**src/rtl/rst_seq_pkg.sv**
```systemverilog
// rtl/rst_seq_pkg.sv - shared state encoding and counter sizing for reset_sequencer
package rst_seq_pkg;

  typedef enum logic [2:0] {
    ST_RST,
    ST_REL,
    ST_WAIT,
    ST_GAP,
    ST_DONE,
    ST_ERROR,
    ST_HOLD
  } rst_seq_state_e;

  // One shared down-counter serves gap, timeout and hold, so size it for the largest.
  function automatic int cnt_width(input int a, input int b, input int c);
    int m;
    m = a;
    if (b > m) m = b;
    if (c > m) m = c;
    return $clog2(m + 1);
  endfunction

endpackage

```
**src/rtl/reset_sync_core.sv**
```systemverilog
// rtl/reset_sync_core.sv - reset synchronizer: asynchronous assert, synchronous release
module reset_sync_core #(
  parameter int SYNC_DEPTH = 2
) (
  input  logic clk,
  input  logic async_rst,
  output logic sync_rst
);

  logic [SYNC_DEPTH-1:0] r_sync;

  always_ff @(posedge clk or posedge async_rst) begin
    if (async_rst) begin
      r_sync <= '1;
    end else begin
      r_sync <= {r_sync[SYNC_DEPTH-2:0], 1'b0};
    end
  end

  assign sync_rst = r_sync[SYNC_DEPTH-1];

endmodule

```
**src/rtl/reset_sequencer.sv**
```systemverilog
// rtl/reset_sequencer.sv - staged reset release with per-stage acknowledge and software reset
// Optional per-stage acknowledge timeout enabled by defining RST_SEQ_TIMEOUT_EN.
module reset_sequencer
  import rst_seq_pkg::*;
#(
  parameter int NUM_STAGES  = 4,
  parameter int SYNC_DEPTH  = 2,
  parameter int STAGE_DELAY = 16,
  parameter int TIMEOUT     = 255,
  parameter int HOLD_CYCLES = 8
) (
  input  logic                          clk,
  input  logic                          async_rst,
  input  logic                          sw_rst_req,
  input  logic [NUM_STAGES-1:0]         stage_ready,
  output logic [NUM_STAGES-1:0]         stage_rst,
  output logic                          seq_busy,
  output logic                          all_ready,
  output logic                          timeout_err,
  output logic [$clog2(NUM_STAGES)-1:0] err_stage
);

  localparam int CW = cnt_width(STAGE_DELAY, TIMEOUT, HOLD_CYCLES);
  localparam int IW = $clog2(NUM_STAGES);
  localparam logic [CW-1:0] GAP_LOAD  = CW'(STAGE_DELAY - 1);
  localparam logic [CW-1:0] HOLD_LOAD = CW'(HOLD_CYCLES);
`ifdef RST_SEQ_TIMEOUT_EN
  localparam logic [CW-1:0] TO_LOAD   = CW'(TIMEOUT - 1);
`else
  localparam logic [CW-1:0] TO_LOAD   = '0;
`endif
  localparam logic [IW-1:0] LAST_IDX  = IW'(NUM_STAGES - 1);

  rst_seq_state_e        r_state, w_nxt;
  logic [CW-1:0]         r_cnt, w_cnt_nxt;
  logic [IW-1:0]         r_idx, w_idx_nxt;
  logic [NUM_STAGES-1:0] r_stage_rst;
  logic                  r_busy;
  logic                  r_all_ready;
  logic                  w_sync_rst;

  reset_sync_core #(.SYNC_DEPTH(SYNC_DEPTH)) u_sync (
    .clk       (clk),
    .async_rst (async_rst),
    .sync_rst  (w_sync_rst)
  );

  always_comb begin
    w_nxt     = r_state;
    w_cnt_nxt = r_cnt;
    w_idx_nxt = r_idx;
    unique case (r_state)
      ST_RST: begin
        if (!w_sync_rst) begin
          w_nxt     = ST_REL;
          w_idx_nxt = '0;
        end
      end
      ST_REL: begin
`ifdef RST_SEQ_TIMEOUT_EN
        if (r_cnt == '0) begin
          w_nxt = ST_ERROR;
        end else begin
          w_nxt     = ST_WAIT;
          w_cnt_nxt = r_cnt - 1'b1;
        end
`else
        w_nxt = ST_WAIT;
`endif
      end
      ST_WAIT: begin
        if (stage_ready[r_idx]) begin
          if (r_idx == LAST_IDX) begin
            w_nxt = ST_DONE;
          end else begin
            w_nxt     = ST_GAP;
            w_cnt_nxt = GAP_LOAD;
            w_idx_nxt = r_idx + 1'b1;
          end
        end
`ifdef RST_SEQ_TIMEOUT_EN
        else if (r_cnt == '0) begin
          w_nxt = ST_ERROR;
        end else begin
          w_cnt_nxt = r_cnt - 1'b1;
        end
`endif
      end
      ST_GAP: begin
        if (r_cnt == '0) w_nxt = ST_REL;
        else             w_cnt_nxt = r_cnt - 1'b1;
      end
      ST_HOLD: begin
        if (sw_rst_req) begin
          w_cnt_nxt = HOLD_LOAD;
        end else if (r_cnt == '0) begin
          w_nxt     = ST_REL;
          w_idx_nxt = '0;
        end else begin
          w_cnt_nxt = r_cnt - 1'b1;
        end
      end
      default: ;
    endcase
    // Software reset wins over any acknowledge or timeout seen on the same edge.
    if (sw_rst_req && r_state != ST_RST && r_state != ST_HOLD) begin
      w_nxt     = ST_HOLD;
      w_cnt_nxt = HOLD_LOAD;
      w_idx_nxt = '0;
    end
    if (w_nxt == ST_REL) w_cnt_nxt = TO_LOAD;
  end

  always_ff @(posedge clk or posedge async_rst) begin
    if (async_rst) begin
      r_state     <= ST_RST;
      r_cnt       <= '0;
      r_idx       <= '0;
      r_stage_rst <= '1;
      r_busy      <= 1'b1;
      r_all_ready <= 1'b0;
    end else begin
      r_state <= w_nxt;
      r_cnt   <= w_cnt_nxt;
      r_idx   <= w_idx_nxt;
      if (w_nxt == ST_HOLD) begin
        r_stage_rst <= '1;
      end else if (w_nxt == ST_REL) begin
        r_stage_rst[w_idx_nxt] <= 1'b0;
      end else if (w_nxt == ST_ERROR && r_state != ST_ERROR) begin
        r_stage_rst[r_idx] <= 1'b1;
      end
      r_busy      <= !(w_nxt == ST_DONE || w_nxt == ST_ERROR);
      r_all_ready <= (w_nxt == ST_DONE) && (&stage_ready);
    end
  end

`ifdef RST_SEQ_TIMEOUT_EN
  logic          r_timeout_err;
  logic [IW-1:0] r_err_stage;

  always_ff @(posedge clk or posedge async_rst) begin
    if (async_rst) begin
      r_timeout_err <= 1'b0;
      r_err_stage   <= '0;
    end else if (w_nxt == ST_ERROR && r_state != ST_ERROR) begin
      r_timeout_err <= 1'b1;
      r_err_stage   <= r_idx;
    end else if (r_state == ST_HOLD && w_nxt == ST_REL) begin
      r_timeout_err <= 1'b0;
    end
  end

  assign timeout_err = r_timeout_err;
  assign err_stage   = r_err_stage;
`else
  assign timeout_err = 1'b0;
  assign err_stage   = '0;
`endif

  assign stage_rst = r_stage_rst;
  assign seq_busy  = r_busy;
  assign all_ready = r_all_ready;

endmodule

```
**config.mk**
```make
export PLATFORM = sky130hd
export DESIGN_NAME = reset_sequencer
export DESIGN_NICKNAME = d
export VERILOG_FILES = /design/src/rtl/rst_seq_pkg.sv /design/src/rtl/reset_sync_core.sv /design/src/rtl/reset_sequencer.sv
export SDC_FILE = /design/constraint.sdc
export NUM_CORES = 1
export LEC_CHECK = 0
export CORE_MARGIN = 2
export CORE_UTILIZATION = 46
export DETAILED_ROUTE_END_ITERATION = 10
export DONT_BUFFER_PORTS = 1
export GPL_TIMING_DRIVEN = 0
export PLACE_DENSITY_LB_ADDON = 0.25
export SLEW_MARGIN = 0
export SYNTH_ARGS = -nofsm -noshare
export SYNTH_HDL_FRONTEND = slang
export SYNTH_SLANG_ARGS = --single-unit
```
**constraint.sdc**
```tcl
create_clock -name clk -period 2.3 [get_ports clk]
set_clock_uncertainty 0.15 [all_clocks]
set_input_delay 0.46 -clock clk [delete_from_list [all_inputs] [get_ports clk]]
set_output_delay 0.46 -clock clk [all_outputs]
set_load 0.02 [all_outputs]
```
==> metrics.yaml, run 1 <==
final_layout:
  syn_to_final_growth_pct: 16.7
  multiInputGateArea_um2: 828
  final_net_count: 178
  seqCellArea_um2: 534
  final_layout_size_suffix_gt1_share_pct: 28.4
  instances_no_fill: 200
  diodes: 0
  fill_cells: 243
  design_area_um2: 1580
critical_path:
  criticalPathCategory: "reg2reg"
  crit_fanout: 4
  crit_required_ns: 2.39
  arrival_ns: 2.42
  crit_path_end_kind: "flop"
  critPathLaunchType: "flop"
routing:
  dr.pass1.iters: 4
  drt_iter0_drc: 58
  drc_errors: 0
  routedWlPerCell_um: 16.7
  vias: 1256
  wl_um: 3330
  postRouteAntennaNets: 0
  avgViaCountPerCell: 6.28
sta:
  worst_pin_slew_ns: 0.782
  fin_crit_sh_pct: 102
  slew_headroom_pct: 47.8
  slew_viol_final: 0
  fmax_ghz: 0.428
  fin_ws_ns: -0.0356
  setup_viol: 2
  rsz0062_at_grt: "yes"
  finalHoldViolations: 0
  fin_crit_ns: 2.34
pwr:
  internal-power_mw: 0.894
  vdd_drop_max_v: 0.000838
  p_leak_nw: 0.623
  sw_frac_of_total_pct: 45.8
  combPwrFrac_pct: 57.0
  power_switching_mw: 0.755
  pwr-share-clk_pct: 10.6
  p_per_area_nw_per_um2: 1050
  p_seq_share_pct: 32.3
grt:
  antenna_found_initial: 0
  grt_pass1_wl_um: 5770
  grt_pass1_vias: 1259
  gr-usage-all-layers_pct: 22.3
  grt_max_degree: 22
  overflow: 0
floorplan:
  dieArea_um2: 3390
  num_io_pins: 16
  die_h_um: 58.2
  coreArea_um2: 2780
  die_w_um: 58.2
  rows: 19
  start_util_pct: 48.6
yosys:
  yosys_warnings: 0
  syn_inst: 154
  synthTopCellsByCount: "nor2_1 (15), dfrtp_1 (14), a21oi_1 (12), o21ai_0 (9), nand2_1 (8)"
  ys_seq_elements: 21
  synth_enable_flop_cells: 0
  post_synth.cell_area_avg_um2: 8.78
  syn_area_um2: 1350
  yosys.area.top_type_share_pct: 25.9
  post-synth-top-count-cell: "nor2_1"
  synth_area_leaders: "dfrtp_1 (26%), dfstp_2 (14%), a21oi_1 (4.4%)"
  async_reset_ff_share_pct: 100
  synthFlopType: "dfrtp_1"
  synth_seq_area_share_pct: 39.5
  synthDistinctLibCells: 46
  synth_top_cell_by_area: "dfrtp_1"
place:
  place_hpwl_um: 2410
  io_buffers: 0
  place_area_um2: 1420
  dpl.cell_count: 188
  gp_congestion: 0.855
clocking:
  clk_latency_ns: 0.30
  clock_path_buffers: 2
  clkTransAtPathRegs_ns: 0.11
  cts_root_buffer: "clkbuf_4"
  ctsHtreeMaxLevel: 1
  ctsHoldBuffers: 0
  cts_tree: "yes"
  cts_sinks: 21
  numCtsBuffers: 3
run_status:
  status: "complete, but fails checks"
  violations: "negative setup slack"
hold_path:
  hp-class: "in2async"
flow_run:
  cap_violations: 0
kinds of logic after synthesis:
group / synth area share [%]
and+or+nand+nor: 24.2
AOI/OAI and AO/OA: 25.7
DFF: 39.5
buffers and inverters: 6.01
xor gates and xnor gates: 2.59
adders and majority gates: 0.925
other: 0.277
muxes: 0.740
final timing paths:
check / slack (ns) / cells after the start / to / from
worst max-delay path: -0.04 / 8 / stage_rst[2] / r_cnt[1]
min in group clk: 0.15 / 2 / all_ready / stage_ready[0]
worst max register to register: -0.04 / 8 / stage_rst[2] / r_cnt[1]
worst min register to register: 0.22 / 0 / u_sync.r_sync[1] / u_sync.r_sync[0]
worst min-delay path: 0.02 / 1 / r_cnt[2] / async_rst
max in group asynchronous: 1.48 / 1 / r_state[2] / async_rst
critical path, cell delays in order (launching register included):
cell and delay [ns]:
dfrtp_1 0.40, inv_2 0.09, ha_4 0.13, or4b_4 0.51
o31ai_4 0.23, a31oi_1 0.12, o2111ai_2 0.26, inv_2 0.08
o32a_1 0.29
layer usage:
metal,up-vias,GRT usage [%],wire length [µm]
li1,593,-,-
met1,606,30.9,1470
met2,48,34.6,1560
met3,9,3.57,228
met4,0,9.63,68
met5,-,0,0
power groups by stage:
| stage | Combinational (mW) | Sequential (mW) | Clock, mW |
|---|---|---|---|
| final | 0.940 | 0.533 | 0.175 |
| after global routing | 1.03 | 0.545 | 0.191 |
| after CTS | 0.835 | 0.529 | 0.182 |
| after detailed placement | 0.770 | 0.534 | 0 |
| after global placement | 0.751 | 0.530 | 0 |
| after floorplan | 0.615 | 0.516 | 0 |
layout by cell type (no fill, tap or decap), types with 2 or more instances in the layout:
cell type  netlist  routed
nand4_1          3       3
nor3_1           6       5
nor2_1          15      14
clkbuf_2         0       2
a21oi_1         12      10
clkbuf_4         0       4
nand2_1          8       8
o31ai_1          4       2
nand3b_1         2       2
clkbuf_1         3       2
nor2b_1          2       2
o211ai_1         3       3
inv_1            6       4
buf_4            3      12
dfstp_2          7       7
o21bai_1         2       2
or3_1            3       3
a31oi_1          2       2
conb_1           1       4
o21ai_0          9       9
nand2b_1         5       5
o32a_1           4       4
dfrtp_1         14      14
a21oi_2          0       2
nand3_1          4       4
a31oi_4          1       2
inv_2            2       4
nor3b_1          2       2
xor2_1           4       4
nor4_1           3       2
o22ai_1          2       2
per-stage QoR:
step	setup TNS [ns]	util, %	hold slack, ns	setup WS (ns)	power, mW
after global routing	-0.511	56.7	0.115	-0.129	1.77
after detailed placement	-0.792	51.1	0.203	-0.227	1.30
after global placement	-0.575	51.1	0.196	-0.174	1.28
after CTS	-0.213	54.7	0.0406	-0.0756	1.55
final	-0.0697	56.7	0.0231	-0.0356	1.65
after floorplan	0	-	0.195	0.000739	1.13
repair_timing:
action / in CTS / in global routing
cloned: 0 / 0
resized for setup: 8 / 13
setup endpoints to repair: 8 / 15
pin swaps: 7 / 13
buffers inserted: 7 / 2
registers in the layout, summed over array words and instances, names as in the netlist:
signal	count
r_idx	2
all_ready	1
r_cnt	8
stage_rst	4
u_sync.r_sync	2
seq_busy	1
r_state	3
layout make-up:
class / count / area share [%]
Buffer: 9 / 3.33
Clock buffer: 4 / 1.67
Inverter: 8 / 1.90
Multi-Input combinational cell: 118 / 52.5
Sequential cell: 21 / 33.9
Tap cell: 31 / 2.46
Timing Repair Buffer: 9 / 4.28
No activity file was read; power rests on OpenSTA's default activity.
==> inputs of run 2 (changes only) <==
--- a/config.mk
+++ b/config.mk
@@ -6,7 +6,7 @@
 export NUM_CORES = 1
 export LEC_CHECK = 0
 export CORE_MARGIN = 2
-export CORE_UTILIZATION = 46
+export CORE_UTILIZATION = 45
 export DETAILED_ROUTE_END_ITERATION = 10
 export DONT_BUFFER_PORTS = 1
 export GPL_TIMING_DRIVEN = 0
==> constraint.sdc (replaced) <==
create_clock -name clk -period 2.3 [get_ports clk]
set_clock_uncertainty 0.15 [all_clocks]
set_input_delay 0.46 -clock clk [delete_from_list [all_inputs] [get_ports clk]]
set_output_delay 0.46 -clock clk [all_outputs]
set_load 0.01 [all_outputs]
==> run 2 against run 1 <==
The flow finishes with violations (design-rule violations, negative hold slack, negative setup slack). Final cell count is 2.0% higher. Total power up 4.4%. Combinational power grew 6.2%. Largest power group unchanged. Highest routed layer unchanged.
==> metrics.yaml, run 2 (synthesis gave the netlist of run 1 again) <==
critical_path:
  critPathTopFamily: "simple AND/OR/NAND/NOR gates"
  arrival_ns: 2.46
  critPathLaunchType: "flop"
  critical_path.startpoint: "r_cnt[0]"
  r2r_slack_ns: -0.04
  cp_cell_sequence: "inv_2 -> ha_4 -> or4b_4 -> buf_6 -> or3_4 -> a21oi_2 -> and3b_2 -> o32a_1"
  cpPeakStageDelay_ns: 0.50
  r2r_end: "stage_rst[1]"
  critical_path.slowest_cell: "or4b_4"
  crit_fanout: 4
  criticalPathCategory: "reg2reg"
  crit_required_ns: 2.42
  cp_num_cells: 8
  regToRegStartpoint: "r_cnt[0]"
  crit_end: "stage_rst[1]"
  crit_path_end_kind: "flop"
  crit_buf_inv: 2
  ff2ff_path_depth: 8
pwr:
  p_seq_share_pct: 30.8
  p_per_area_nw_per_um2: 1060
  p_leak_nw: 0.648
  combPwrFrac_pct: 58.0
  sw_frac_of_total_pct: 46.2
  vdd_drop_max_v: 0.000683
  internal-power_mw: 0.927
  p_total_mw: 1.72
  pwr-share-clk_pct: 11.3
  power_switching_mw: 0.795
final_layout:
  mostFrequentLayoutCells: "nor2_1 (15), buf_4 (14), dfrtp_1 (13), o21ai_0 (9), a21oi_1 (9)"
  syn_to_final_growth_pct: 20.4
  final_net_count: 182
  largest_register_ffs: 8
  diodes: 0
  fill_cells: 266
  top_register: "r_cnt"
  final_layout_size_suffix_gt1_share_pct: 31.8
  final_common_cell: "nor2_1"
  fin_util_pct: 58.1
place:
  gp_congestion: 0.870
  place_hpwl_um: 2310
  io_buffers: 0
floorplan:
  rows: 19
  dieArea_um2: 3460
  die_w_um: 58.8
  coreArea_um2: 2810
  num_io_pins: 16
  start_util_pct: 48.2
  die_h_um: 58.8
sta:
  fin_tns_setup_ns: -0.144
  holdWs_ns: -0.00212
  finalHoldViolations: 1
  fmax_ghz: 0.427
  rsz0062_at_grt: "yes"
  fin_crit_sh_pct: 102
  fin_crit_ns: 2.34
  slew_headroom_pct: 47.9
  fin_ws_ns: -0.0444
  worst_pin_slew_ns: 0.781
  slew_viol_final: 0
  setup_viol: 4
grt:
  grtUsageMet3_pct: 3.96
  top_usage_layer: "met2"
  overflow: 0
  grt_max_degree: 22
  gr-usage-all-layers_pct: 22.2
  gr-usage-met1_pct: 32.3
  grt_pass1_vias: 1209
  gr-usage-met2_pct: 32.7
  antenna_found_initial: 0
  grt_pass1_wl_um: 5860
clocking:
  cts_tree: "yes"
  numCtsBuffers: 3
  cts_sinks: 21
  clock_path_buffers: 2
  cts_root_buffer: "clkbuf_4"
  ctsHoldBuffers: 0
  ctsHtreeMaxLevel: 1
  clk_latency_ns: 0.32
  clkTransAtPathRegs_ns: 0.14
flow_run:
  cap_violations: 0
routing:
  avgViaCountPerCell: 6.40
  drt_iter0_drc: 51
  drc_errors: 1
  routedWlPerCell_um: 17.4
  wl_um: 3550
  vias: 1305
  postRouteAntennaNets: 0
  dr.pass1.iters: 7
run_status:
  status: "complete, but fails checks"
  violations: "design-rule violations, negative hold slack, negative setup slack"
hold_path:
  hp-class: "in2async"
-- run 2: changes by cell type in the layout (fill, tap and decap cells not counted), sizes merged --
cell    delta
clkbuf     -1
buf        +4
clkinv     +1
-- run 2: what timing repair did --
action / CTS / global route
gates resized for setup: 11 / 13
setup endpoints to repair: 7 / 13
gates cloned: 0 / 0
pin swaps: 12 / 5
buffers inserted: 9 / 5
-- run 2: worst min-delay path by stage --
stage,endpoint,cells past startpoint,slack (ns)
2_1_floorplan,u_sync.r_sync[1],0,0.20
3_3_place_gp,u_sync.r_sync[1],0,0.20
3_5_place_dp,u_sync.r_sync[1],0,0.20
4_1_cts,r_idx[1],1,0.04
5_1_grt,r_idx[1],1,0.09
6_report,r_idx[1],1,-0.002
-- run 2: power by group through the flow --
stage / Clock (mW) / Sequential (mW) / Combinational [mW]
finish: 0.194 / 0.530 / 0.998
global route: 0.206 / 0.541 / 1.09
floorplan: 0 / 0.510 / 0.612
detailed placement: 0 / 0.528 / 0.766
CTS: 0.192 / 0.523 / 0.875
global placement: 0 / 0.526 / 0.755
-- run 2: routing by layer --
| metal | up-vias | share of wire, % |
|---|---|---|
| li1 | 602 | - |
| met1 | 630 | 44 |
| met2 | 62 | 47 |
| met3 | 11 | 7.1 |
| met4 | 0 | 1.8 |
| met5 | - | 0 |
-- run 2: worst register-to-register path: cells and delay by family, from the launching register on --
family                   cells  cell delay, ns
adder cells (fa/ha/maj)      1            0.13
flip-flops                   1            0.41
AND/OR/NAND/NOR              3            1.09
buffers and inverters        2            0.23
AO/OA/AOI/OAI                2            0.30
-- run 2: layout make-up --
| cell class | count | area [µm²] | share of cell area (%) |
|---|---|---|---|
| clock inverters | 1 | 5.00 | 0.307 |
| multi-input cells | 118 | 841 | 51.6 |
| plain buffers | 9 | 51.3 | 3.15 |
| clock buffers | 3 | 22.5 | 1.38 |
| well taps | 31 | 38.8 | 2.38 |
| inverters | 8 | 30.0 | 1.84 |
| flip-flops and latches | 21 | 536 | 32.9 |
| repair buffers | 13 | 105 | 6.45 |
-- run 2: stage by stage --
stage	setup slack [ns]	cells	hold slack (ns)	area, µm²
floorplan	0.000739	157	0.195	1380
global placement	-0.133	188	0.196	1420
detailed placement	-0.165	188	0.197	1420
finish	-0.0444	204	-0.00212	1630
CTS	-0.0860	200	0.0383	1550
global route	-0.173	204	0.0878	1630
==> inputs of run 3 (changes only) <==
--- a/config.mk
+++ b/config.mk
@@ -9,6 +9,7 @@
 export CORE_UTILIZATION = 45
 export DETAILED_ROUTE_END_ITERATION = 10
 export DONT_BUFFER_PORTS = 1
+export GPL_ROUTABILITY_DRIVEN = 1
 export GPL_TIMING_DRIVEN = 0
 export PLACE_DENSITY_LB_ADDON = 0.25
 export SLEW_MARGIN = 0
==> results of run 3 <==
Same layout as run 2: the final DEF is identical, and so are final timing and power.
